<file path="src/rtl/multi_edge_detect.sv">
// -----------------------------------------------------------------------------
// multi_edge_detect
//
// Multi-channel button conditioner. Each raw pin is synchronised, then
// debounced on a shared sampling strobe ("tick") made by a free-running
// prescaler. Each channel produces a debounced level, a one-clk edge pulse
// filtered by a common edge-select mode, and a one-shot long-press pulse.
// All logic runs on the single clock clk.
//
// Parameters:
//   CHANNELS          number of independent button channels (1..16)
//   ACTIVE_LOW        1: pin low means pressed, 0: pin high means pressed
//   PRESCALE_BITS     prescaler width, tick period = 2^PRESCALE_BITS clks
//   DEBOUNCE_SAMPLES  consecutive differing ticks needed to accept a change
//   HOLD_TICKS        ticks a press must last before long_press fires
//
// Ports:
//   clk         in   system clock, posedge
//   reset       in   synchronous active-high reset
//   buttons     in   [CHANNELS] raw asynchronous pin levels
//   mode        in   [2] edge select: 00 rise, 01 fall, 10 both, 11 none
//   pressed     out  [CHANNELS] debounced level, 1 = pressed
//   edge_pulse  out  [CHANNELS] one-clk pulse on a selected transition
//   long_press  out  [CHANNELS] one-clk pulse when hold threshold reached
//   tick        out  one-clk sampling strobe
// -----------------------------------------------------------------------------
module multi_edge_detect #(
  parameter int CHANNELS         = 2,
  parameter bit ACTIVE_LOW       = 1'b1,
  parameter int PRESCALE_BITS    = 21,
  parameter int DEBOUNCE_SAMPLES = 3,
  parameter int HOLD_TICKS       = 64
) (
  input  logic                clk,
  input  logic                reset,
  input  logic [CHANNELS-1:0] buttons,
  input  logic [1:0]          mode,
  output logic [CHANNELS-1:0] pressed,
  output logic [CHANNELS-1:0] edge_pulse,
  output logic [CHANNELS-1:0] long_press,
  output logic                tick
);

  // Pin level that means "not pressed"; the synchroniser resets to it so no
  // phantom press is seen when reset releases.
  localparam logic [CHANNELS-1:0]      INACTIVE   = {CHANNELS{ACTIVE_LOW}};
  localparam logic [3:0]               DEB_LIMIT  = 4'(DEBOUNCE_SAMPLES);
  localparam logic [15:0]              HOLD_LIMIT = 16'(HOLD_TICKS);
  localparam logic [PRESCALE_BITS-1:0] PRE_MAX    = '1;

  typedef enum logic [1:0] {
    MODE_RISE = 2'b00,
    MODE_FALL = 2'b01,
    MODE_BOTH = 2'b10,
    MODE_OFF  = 2'b11
  } mode_t;

  // ---------------------------------------------------------------------------
  // Two-flop synchroniser and polarity normalisation
  // ---------------------------------------------------------------------------
  logic [CHANNELS-1:0] r_sync1;
  logic [CHANNELS-1:0] r_sync2;
  logic [CHANNELS-1:0] w_sample;

  always_ff @(posedge clk) begin
    if (reset) begin
      r_sync1 <= INACTIVE;
      r_sync2 <= INACTIVE;
    end else begin
      r_sync1 <= buttons;
      r_sync2 <= r_sync1;
    end
  end

  // 1 = pressed, regardless of pin polarity
  assign w_sample = r_sync2 ^ INACTIVE;

  // ---------------------------------------------------------------------------
  // Tick prescaler: tick is high for the clk after the counter is all-ones,
  // so the first tick after reset lands 2^PRESCALE_BITS clks later.
  // ---------------------------------------------------------------------------
  logic [PRESCALE_BITS-1:0] r_prescale;
  logic                     r_tick;

  always_ff @(posedge clk) begin
    if (reset) begin
      r_prescale <= '0;
      r_tick     <= 1'b0;
    end else begin
      r_prescale <= r_prescale + 1'b1;
      r_tick     <= (r_prescale == PRE_MAX);
    end
  end

  assign tick = r_tick;

  // ---------------------------------------------------------------------------
  // Edge-select decode, shared by all channels. Sampled on the same cycle the
  // level updates, so a mode change only affects later edges.
  // ---------------------------------------------------------------------------
  logic w_rise_en;
  logic w_fall_en;

  always_comb begin
    w_rise_en = 1'b0;
    w_fall_en = 1'b0;
    case (mode_t'(mode))
      MODE_RISE: w_rise_en = 1'b1;
      MODE_FALL: w_fall_en = 1'b1;
      MODE_BOTH: begin
        w_rise_en = 1'b1;
        w_fall_en = 1'b1;
      end
      default: begin
        w_rise_en = 1'b0;
        w_fall_en = 1'b0;
      end
    endcase
  end

  // ---------------------------------------------------------------------------
  // Per-channel debounce, edge and long-press logic
  // ---------------------------------------------------------------------------
  logic [CHANNELS-1:0] w_pressed;
  logic [CHANNELS-1:0] w_edge;
  logic [CHANNELS-1:0] w_long;

  for (genvar gi = 0; gi < CHANNELS; gi++) begin : g_chan
    logic [3:0]  r_deb_cnt;
    logic [3:0]  w_deb_cnt_next;
    logic [15:0] r_hold_cnt;
    logic [15:0] w_hold_cnt_next;
    logic        r_pressed;
    logic        r_edge;
    logic        r_long;
    logic        w_toggle;
    logic        w_edge_fire;
    logic        w_long_fire;

    // Debounce: count consecutive ticks on which the sample disagrees with
    // the accepted level; any agreeing tick restarts the count.
    always_comb begin
      w_deb_cnt_next = r_deb_cnt;
      w_toggle       = 1'b0;
      if (r_tick) begin
        if (w_sample[gi] == r_pressed) begin
          w_deb_cnt_next = 4'd0;
        end else if (r_deb_cnt + 4'd1 >= DEB_LIMIT) begin
          w_toggle       = 1'b1;
          w_deb_cnt_next = 4'd0;
        end else begin
          w_deb_cnt_next = r_deb_cnt + 4'd1;
        end
      end
    end

    // Hold counter. A release tick (toggle while pressed) wins over the
    // threshold, so a press released exactly at HOLD_TICKS never fires.
    // Saturation at HOLD_LIMIT gives one pulse per press with no repeat.
    always_comb begin
      w_hold_cnt_next = r_hold_cnt;
      w_long_fire     = 1'b0;
      if (!r_pressed || w_toggle) begin
        w_hold_cnt_next = 16'd0;
      end else if (r_tick && (r_hold_cnt < HOLD_LIMIT)) begin
        w_hold_cnt_next = r_hold_cnt + 16'd1;
        w_long_fire     = ((r_hold_cnt + 16'd1) == HOLD_LIMIT);
      end
    end

    // Registered alongside the level so the pulse coincides with the first
    // cycle that shows the new level.
    assign w_edge_fire = w_toggle && (r_pressed ? w_fall_en : w_rise_en);

    always_ff @(posedge clk) begin
      if (reset) begin
        r_deb_cnt  <= 4'd0;
        r_hold_cnt <= 16'd0;
        r_pressed  <= 1'b0;
        r_edge     <= 1'b0;
        r_long     <= 1'b0;
      end else begin
        r_deb_cnt  <= w_deb_cnt_next;
        r_hold_cnt <= w_hold_cnt_next;
        r_pressed  <= r_pressed ^ w_toggle;
        r_edge     <= w_edge_fire;
        r_long     <= w_long_fire;
      end
    end

    assign w_pressed[gi] = r_pressed;
    assign w_edge[gi]    = r_edge;
    assign w_long[gi]    = r_long;
  end

  assign pressed    = w_pressed;
  assign edge_pulse = w_edge;
  assign long_press = w_long;

endmodule

</file>
<file path="config.mk">
export PLATFORM = sky130hd
export DESIGN_NAME = multi_edge_detect
export DESIGN_NICKNAME = d
export VERILOG_FILES = /design/src/rtl/multi_edge_detect.sv
export SDC_FILE = /design/constraint.sdc
export NUM_CORES = 1
export LEC_CHECK = 0
export CORE_MARGIN = 2
export CORE_UTILIZATION = 30
export DETAILED_ROUTE_END_ITERATION = 16
export DONT_BUFFER_PORTS = 1
export GPL_ROUTABILITY_DRIVEN = 0
export GPL_TIMING_DRIVEN = 0
export PLACE_DENSITY = 0.55
export SKIP_LAST_GASP = 1
export SYNTH_ARGS = -nofsm -noshare
export SYNTH_HDL_FRONTEND = slang
export SYNTH_SLANG_ARGS = --single-unit
</file>
<file path="constraint.sdc">
create_clock -name clk -period 2.97 [get_ports clk]
set_input_delay 0.594 -clock clk [delete_from_list [all_inputs] [get_ports clk]]
set_output_delay 0.594 -clock clk [all_outputs]
set_load 0.02 [all_outputs]
</file>
==> flow_metrics.env, run 1 <==
export IMPL_slew_violations=0
export IMPL_nFillCells=992
export IMPL_vias=2170
export IMPL_skew_ps=6.384
export IMPL_p_int_mw=1.348
export IMPL_routed_wl_um=5172
export IMPL_synth_area_leaders="dfxtp_1 49%, and2_1 5.3%, ha_1 5.1%, nor2_1 3.4%, nand3_1 3.4%"
export IMPL_required_ps=3170
export IMPL_synth_top_area_frac=0.4855
export IMPL_numCtsBuffers=9
export IMPL_synth_edff_count=0
export IMPL_synth_seq_area_share=0.4855
export IMPL_synth_main_ff_cell="dfxtp_1"
export IMPL_viasPerCell=4.657
export IMPL_grt_usage=0.1117
export IMPL_die_height_um=103.5
export IMPL_tightest_slew_ps=555.6
export IMPL_drive_above_1_share=0.09910
export IMPL_rsz0062_at_grt="no"
export IMPL_wl_per_cell_um=11.10
export IMPL_r2r_end="g_chan[0].r_long$_SDFF_PP0_"
export IMPL_cp_startpoint="g_chan[0].r_deb_cnt[0]$_SDFFE_PP0P_"
export IMPL_htreeDepth=3
export IMPL_ioPinCount=13
export IMPL_hold_class="input port to flop"
export IMPL_syn_num_nets=335
export IMPL_p_per_area_nw_per_um2=517.5
export IMPL_worstPathArrival_ps=2750
export IMPL_maxCapViolations=0
export IMPL_ctsHoldBuffers=0
export IMPL_tns_ps=0
export IMPL_overflow=0
export IMPL_postRouteAntennaNets=0
export IMPL_cts_sinks=72
export IMPL_core_area_um2=9684
export IMPL_clockBufferDepth=2
export IMPL_setup_viol=0
export IMPL_final_cells=466
export IMPL_rows=36
export IMPL_synthTopCellsByCount="72 x dfxtp_1, 27 x nor2_1, 25 x and2_1, 20 x nand3_1, 16 x a21oi_1"
export IMPL_crit_type="flop to flop"
export IMPL_grt_pass1_wl_um=9204
export IMPL_cts_setup_buffers=0
export IMPL_period_share=0.8580
export IMPL_die_area_um2=10710
export IMPL_cts_tree="built"
export IMPL_max_freq_mhz=392.4
export IMPL_dpl_hpwl_um=3626
export IMPL_p_comb_frac=0.015
export IMPL_io_buffers=0
export IMPL_status="finished clean"
export IMPL_swShare=0.2150
export IMPL_first_iter_violations=27
export IMPL_clkTransAtPathRegs_ps=70
export IMPL_start_util=0.3066
export IMPL_grt_max_degree=12
export IMPL_netlist_area_um2=2969
export IMPL_cts_root_buf="clkbuf_8"
export IMPL_grt_pass1_vias=2044
export IMPL_ys_types=41
export IMPL_num_antenna_cells=0
export IMPL_power_switching_uw=369.3
export IMPL_syn_area_per_cell_um2=9.366
export IMPL_nets=346
export IMPL_worstSetupStartpointType="flop"
export IMPL_dr_pass1_iters=4
export IMPL_post_place_cells=450
export IMPL_syn_inst=317
export IMPL_cts_resized=0
export IMPL_p_leak_nw=1.146
export IMPL_yosysMostFrequentCell="dfxtp_1"
export IMPL_ys_warn_count=0
export IMPL_cp_end_kind="flop"
export IMPL_relSlewSlack=0.6244
export IMPL_rr_startpoint="g_chan[0].r_deb_cnt[0]$_SDFFE_PP0P_"
export IMPL_clkLatencyLatePin_ps=340
export IMPL_r2r_cells=9
export IMPL_clkPwrFrac=0.417
export IMPL_cp_endpoint="g_chan[0].r_long$_SDFF_PP0_"
export IMPL_ys_ff_latch=72
export IMPL_final_hold_viol_count=0
export IMPL_antenna_found_initial=0
export IMPL_p_seq_frac=0.568
export IMPL_hold_slack_ps=345.8
export IMPL_drc=0
export IMPL_async_reset_ff_frac=0
export IMPL_vdd_drop_max_mv=0.2350
export IMPL_die_w_um=103.5
export IMPL_yosysTopAreaCell="dfxtp_1"
export IMPL_syn2layout_area_growth_pct=11.80
export IMPL_fin_crit_ps=2548
export IMPL_rrSetupSlack_ps=420
export IMPL_path_max_fanout=7
metrics by stage:
step | worst slack [ps] | cell area [µm²] | total power, mW | utilization
after floorplan | 804.2 | 2969 | 1.017 | -
after global placement | 496.5 | 3136 | 1.024 | 0.3238
after detailed placement | 412.5 | 3136 | 1.024 | 0.3238
after CTS | 386.9 | 3319 | 1.745 | 0.3428
after global routing | 122.0 | 3319 | 1.789 | 0.3428
final | 421.8 | 3319 | 1.718 | 0.3428
layer usage:
metal	track usage	wire, µm	vias to the layer above
li1	-	-	1131
met1	0.1383	2558	1004
met2	0.1737	2275	23
met3	0.02487	185	12
met4	0.07490	153	0
met5	0	0	-
placed cells by master, fill, tap and decap left out, types with 3 or more instances in the layout:
master / count
a21oi_1: 16
and2_1: 25
and3_1: 3
buf_4: 6
clkbuf_1: 5
clkbuf_8: 12
clkinv_2: 3
dfxtp_1: 72
ha_1: 12
inv_1: 9
nand2_1: 14
nand3_1: 20
nand4_1: 4
nor2_1: 27
nor2b_1: 4
nor3_1: 6
nor4_1: 9
o21ai_0: 10
o31ai_1: 5
o41ai_1: 3
or2_2: 5
or3_1: 12
or3b_2: 3
or4_1: 6
xnor2_1: 11
xor2_1: 8
logic make-up (layout without fill, tap and decap cells):
group	after synthesis	after routing	synth area share
buffers and inverters	22	38	0.03624
AO/OA/AOI/OAI	42	42	0.08682
AND/OR/NAND/NOR	147	147	0.2743
multiplexers	3	3	0.01054
flip-flops	72	72	0.4855
adder cells (fa/ha/maj)	12	12	0.05057
XOR/XNOR	19	19	0.05605
worst min-delay path by stage:
stage	startpoint	endpoint	slack, ps	cells after the start
after floorplan	r_sync1[0]$_SDFF_PP1_	r_sync2[0]$_SDFF_PP1_	390	1
after global placement	r_sync1[1]$_SDFF_PP1_	r_sync2[1]$_SDFF_PP1_	390	1
after detailed placement	r_sync1[0]$_SDFF_PP1_	r_sync2[0]$_SDFF_PP1_	390	1
after CTS	buttons[1]	r_sync1[1]$_SDFF_PP1_	330	1
after global routing	buttons[1]	r_sync1[1]$_SDFF_PP1_	340	1
final	buttons[0]	r_sync1[0]$_SDFF_PP1_	350	1
final cells by class:
type / instances / area (µm²) / share of cell area
well taps: 133 / 166.4 / 0.05013
clock inverters: 3 / 15.01 / 0.004523
inverters: 9 / 33.78 / 0.01018
multi-input cells: 223 / 1420 / 0.4278
flip-flops and latches: 72 / 1441 / 0.4342
plain buffers: 13 / 73.82 / 0.02224
clock buffers: 13 / 168.9 / 0.05089
sequential cells by signal, indices dropped and copies added (netlist names):
name / count
tick: 1
r_sync2: 2
g_chan.r_long: 2
r_prescale: 21
g_chan.r_pressed: 2
g_chan.r_deb_cnt: 8
g_chan.r_edge: 2
r_sync1: 2
g_chan.r_hold_cnt: 32
worst max-delay path, stage by stage, from the launching register on:
cell	delay, ps
dfxtp_1	400
ha_1	180
and2_1	150
nand3_1	80
a211o_1	340
nand3_1	100
ha_1	170
nand2b_1	170
or3_1	400
a2111oi_0	410
power by group through the flow:
stage	clock [mW]	sequential (mW)	combinational, mW
2_1_floorplan	0	0.997	0.0197
3_3_place_gp	0	0.998	0.0259
3_5_place_dp	0	0.998	0.0258
4_1_cts	0.744	0.975	0.0261
5_1_grt	0.783	0.976	0.0302
6_report	0.717	0.976	0.0253
(Power assumes the default switching activity.)
==> inputs of run 2 (changes only) <==
- CTS_BUF_LIST: unset -> sky130_fd_sc_hd__clkbuf_4
==> run 2 against run 1 <==
  * Sequential power about the same
  * Die area did not move
  * First-iteration DRC count stayed put
  * Combinational power hardly changed
  * Core utilization down 0.85 points
  * Hold slack got worse by 62 ps
  * Total power shrank 13%
  * Non-clock buffer count unchanged
  * Critical path depth unchanged
  * Count of clock-buffer cells in the layout shrank 3
  * Sequential cell count did not move
  * Setup slack better by 4.8 ps
==> flow_metrics.env, run 2 (synthesized netlist as in run 1, its figures left out) <==
export IMPL_clkPwrFrac=0.330
export IMPL_postRouteAntennaNets=0
export IMPL_cts_root_buf="clkbuf_4"
export IMPL_grt_pass1_wl_um=9225
export IMPL_clockBufferDepth=2
export IMPL_wl_met3_um=215
export IMPL_die_w_um=103.5
export IMPL_p_per_area_nw_per_um2=461.7
export IMPL_route_met2_wl_um=2210
export IMPL_core_area_um2=9684
export IMPL_rows=36
export IMPL_routed_top_layer="met4"
export IMPL_wl_per_cell_um=11.00
export IMPL_cts_setup_buffers=0
export IMPL_worstSetupStartpointType="flop"
export IMPL_cts_sinks=72
export IMPL_period_share=0.8564
export IMPL_die_area_um2=10710
export IMPL_htreeDepth=3
export IMPL_p_seq_frac=0.653
export IMPL_first_iter_violations=27
export IMPL_largest_register="g_chan.r_hold_cnt"
export IMPL_power_switching_uw=344.3
export IMPL_start_util=0.3066
export IMPL_ioPinCount=13
export IMPL_cp_end_kind="flop"
export IMPL_final_seq_area_um2=1441
export IMPL_final_cells=466
export IMPL_antenna_found_initial=0
export IMPL_hold_class="input port to flop"
export IMPL_slew_violations=0
export IMPL_fin_crit_ps=2543
export IMPL_path_max_fanout=7
export IMPL_die_height_um=103.5
export IMPL_relSlewSlack=0.6211
export IMPL_dr_pass1_iters=4
export IMPL_layout_commonest_cell="dfxtp_1"
export IMPL_post_place_cells=450
export IMPL_cp_startpoint="g_chan[0].r_deb_cnt[1]$_SDFFE_PP0P_"
export IMPL_vdd_drop_max_mv=0.2040
export IMPL_p_int_mw=1.150
export IMPL_grt_pass1_vias=2041
export IMPL_drive_above_1_share=0.09309
export IMPL_setup_viol=0
export IMPL_p_comb_frac=0.017
export IMPL_largest_reg_flops=32
export IMPL_overflow=0
export IMPL_syn2layout_area_growth_pct=9.018
export IMPL_wl_met1_um=2608
export IMPL_num_antenna_cells=0
export IMPL_io_buffers=0
export IMPL_worstPathArrival_ps=2810
export IMPL_final_hold_viol_count=0
export IMPL_required_ps=3240
export IMPL_skew_ps=10.48
export IMPL_most_common_layout_cells="72 x dfxtp_1, 27 x nor2_1, 25 x and2_1, 20 x nand3_1, 16 x a21oi_1"
export IMPL_clkLatencyLatePin_ps=400
export IMPL_swShare=0.2304
export IMPL_tightest_slew_ps=560.4
export IMPL_crit_type="flop to flop"
export IMPL_nets=346
export IMPL_routed_wl_um=5127
export IMPL_grt_usage=0.1117
export IMPL_status="finished clean"
export IMPL_rsz0062_at_grt="no"
export IMPL_clkTransAtPathRegs_ps=110
export IMPL_top_regs="g_chan.r_hold_cnt x32, r_prescale x21, g_chan.r_deb_cnt x8"
export IMPL_vias=2154
export IMPL_multiInputGateArea_um2=1420
export IMPL_min_from="buttons[0]"
export IMPL_viasPerCell=4.622
export IMPL_numCtsBuffers=9
export IMPL_ctsHoldBuffers=0
export IMPL_p_leak_nw=1.109
export IMPL_rr_startpoint="g_chan[0].r_deb_cnt[1]$_SDFFE_PP0P_"
export IMPL_cts_tree="built"
export IMPL_nFillCells=1002
export IMPL_tns_ps=0
export IMPL_max_freq_mhz=393.2
export IMPL_drc=0
export IMPL_cts_resized=0
export IMPL_grt_max_degree=12
export IMPL_dpl_hpwl_um=3626
export IMPL_maxCapViolations=0
==> run 2: per-stage QoR <==
step           area, µm²  utilization  hold slack [ps]  power (mW)  worst slack (ps)
4_1_cts             3237       0.3342            252.7       1.522             383.6
5_1_grt             3237       0.3342            237.7       1.576             116.6
2_1_floorplan       2969            -            389.5       1.017             804.2
3_3_place_gp        3136       0.3238            392.8       1.024             496.5
6_report            3237       0.3342            284.2       1.494             426.6
3_5_place_dp        3136       0.3238            392.8       1.024             412.5
==> run 2: path summary, 6_finish.rpt <==
| path | slack, ps | to | cells past startpoint |
|---|---|---|---|
| hold reg to reg | 420 | r_sync2[0]$_SDFF_PP1_ | 1 |
| hold / removal | 280 | r_sync1[0]$_SDFF_PP1_ | 1 |
| setup reg to reg | 430 | g_chan[0].r_long$_SDFF_PP0_ | 9 |
| setup / recovery | 430 | g_chan[0].r_long$_SDFF_PP0_ | 9 |
==> run 2: routing by layer <==
metal / up-vias / global-route usage
met4: 0 / 0.05364
met2: 25 / 0.1722
li1: 1135 / -
met1: 985 / 0.1383
met3: 9 / 0.04099
met5: - / 0
==> run 2: power by group through the flow <==
stage	Sequential (mW)	Combinational, mW	Clock (mW)
2_1_floorplan	0.997	0.0197	0
6_report	0.976	0.0254	0.493
4_1_cts	0.976	0.0261	0.520
3_5_place_dp	0.998	0.0258	0
3_3_place_gp	0.998	0.0259	0
5_1_grt	0.977	0.0302	0.568
==> run 2: cell type report <==
cell class	instances	area share
Sequential cell	72	0.4453
Clock buffer	10	0.02319
Buffer	13	0.02281
Inverter	9	0.01044
Clock inverter	6	0.008118
Multi-Input combinational cell	223	0.4387
Tap cell	133	0.05141
==> run 2: critical path, cell delays in order, from the launching register on <==
cell and delay, ps:
dfxtp_1 410, ha_1 180, and2_1 150, nand3_1 80, a211o_1 340, nand3_1 100, ha_1 170, nand2b_1 170
or3_1 400, a2111oi_0 410
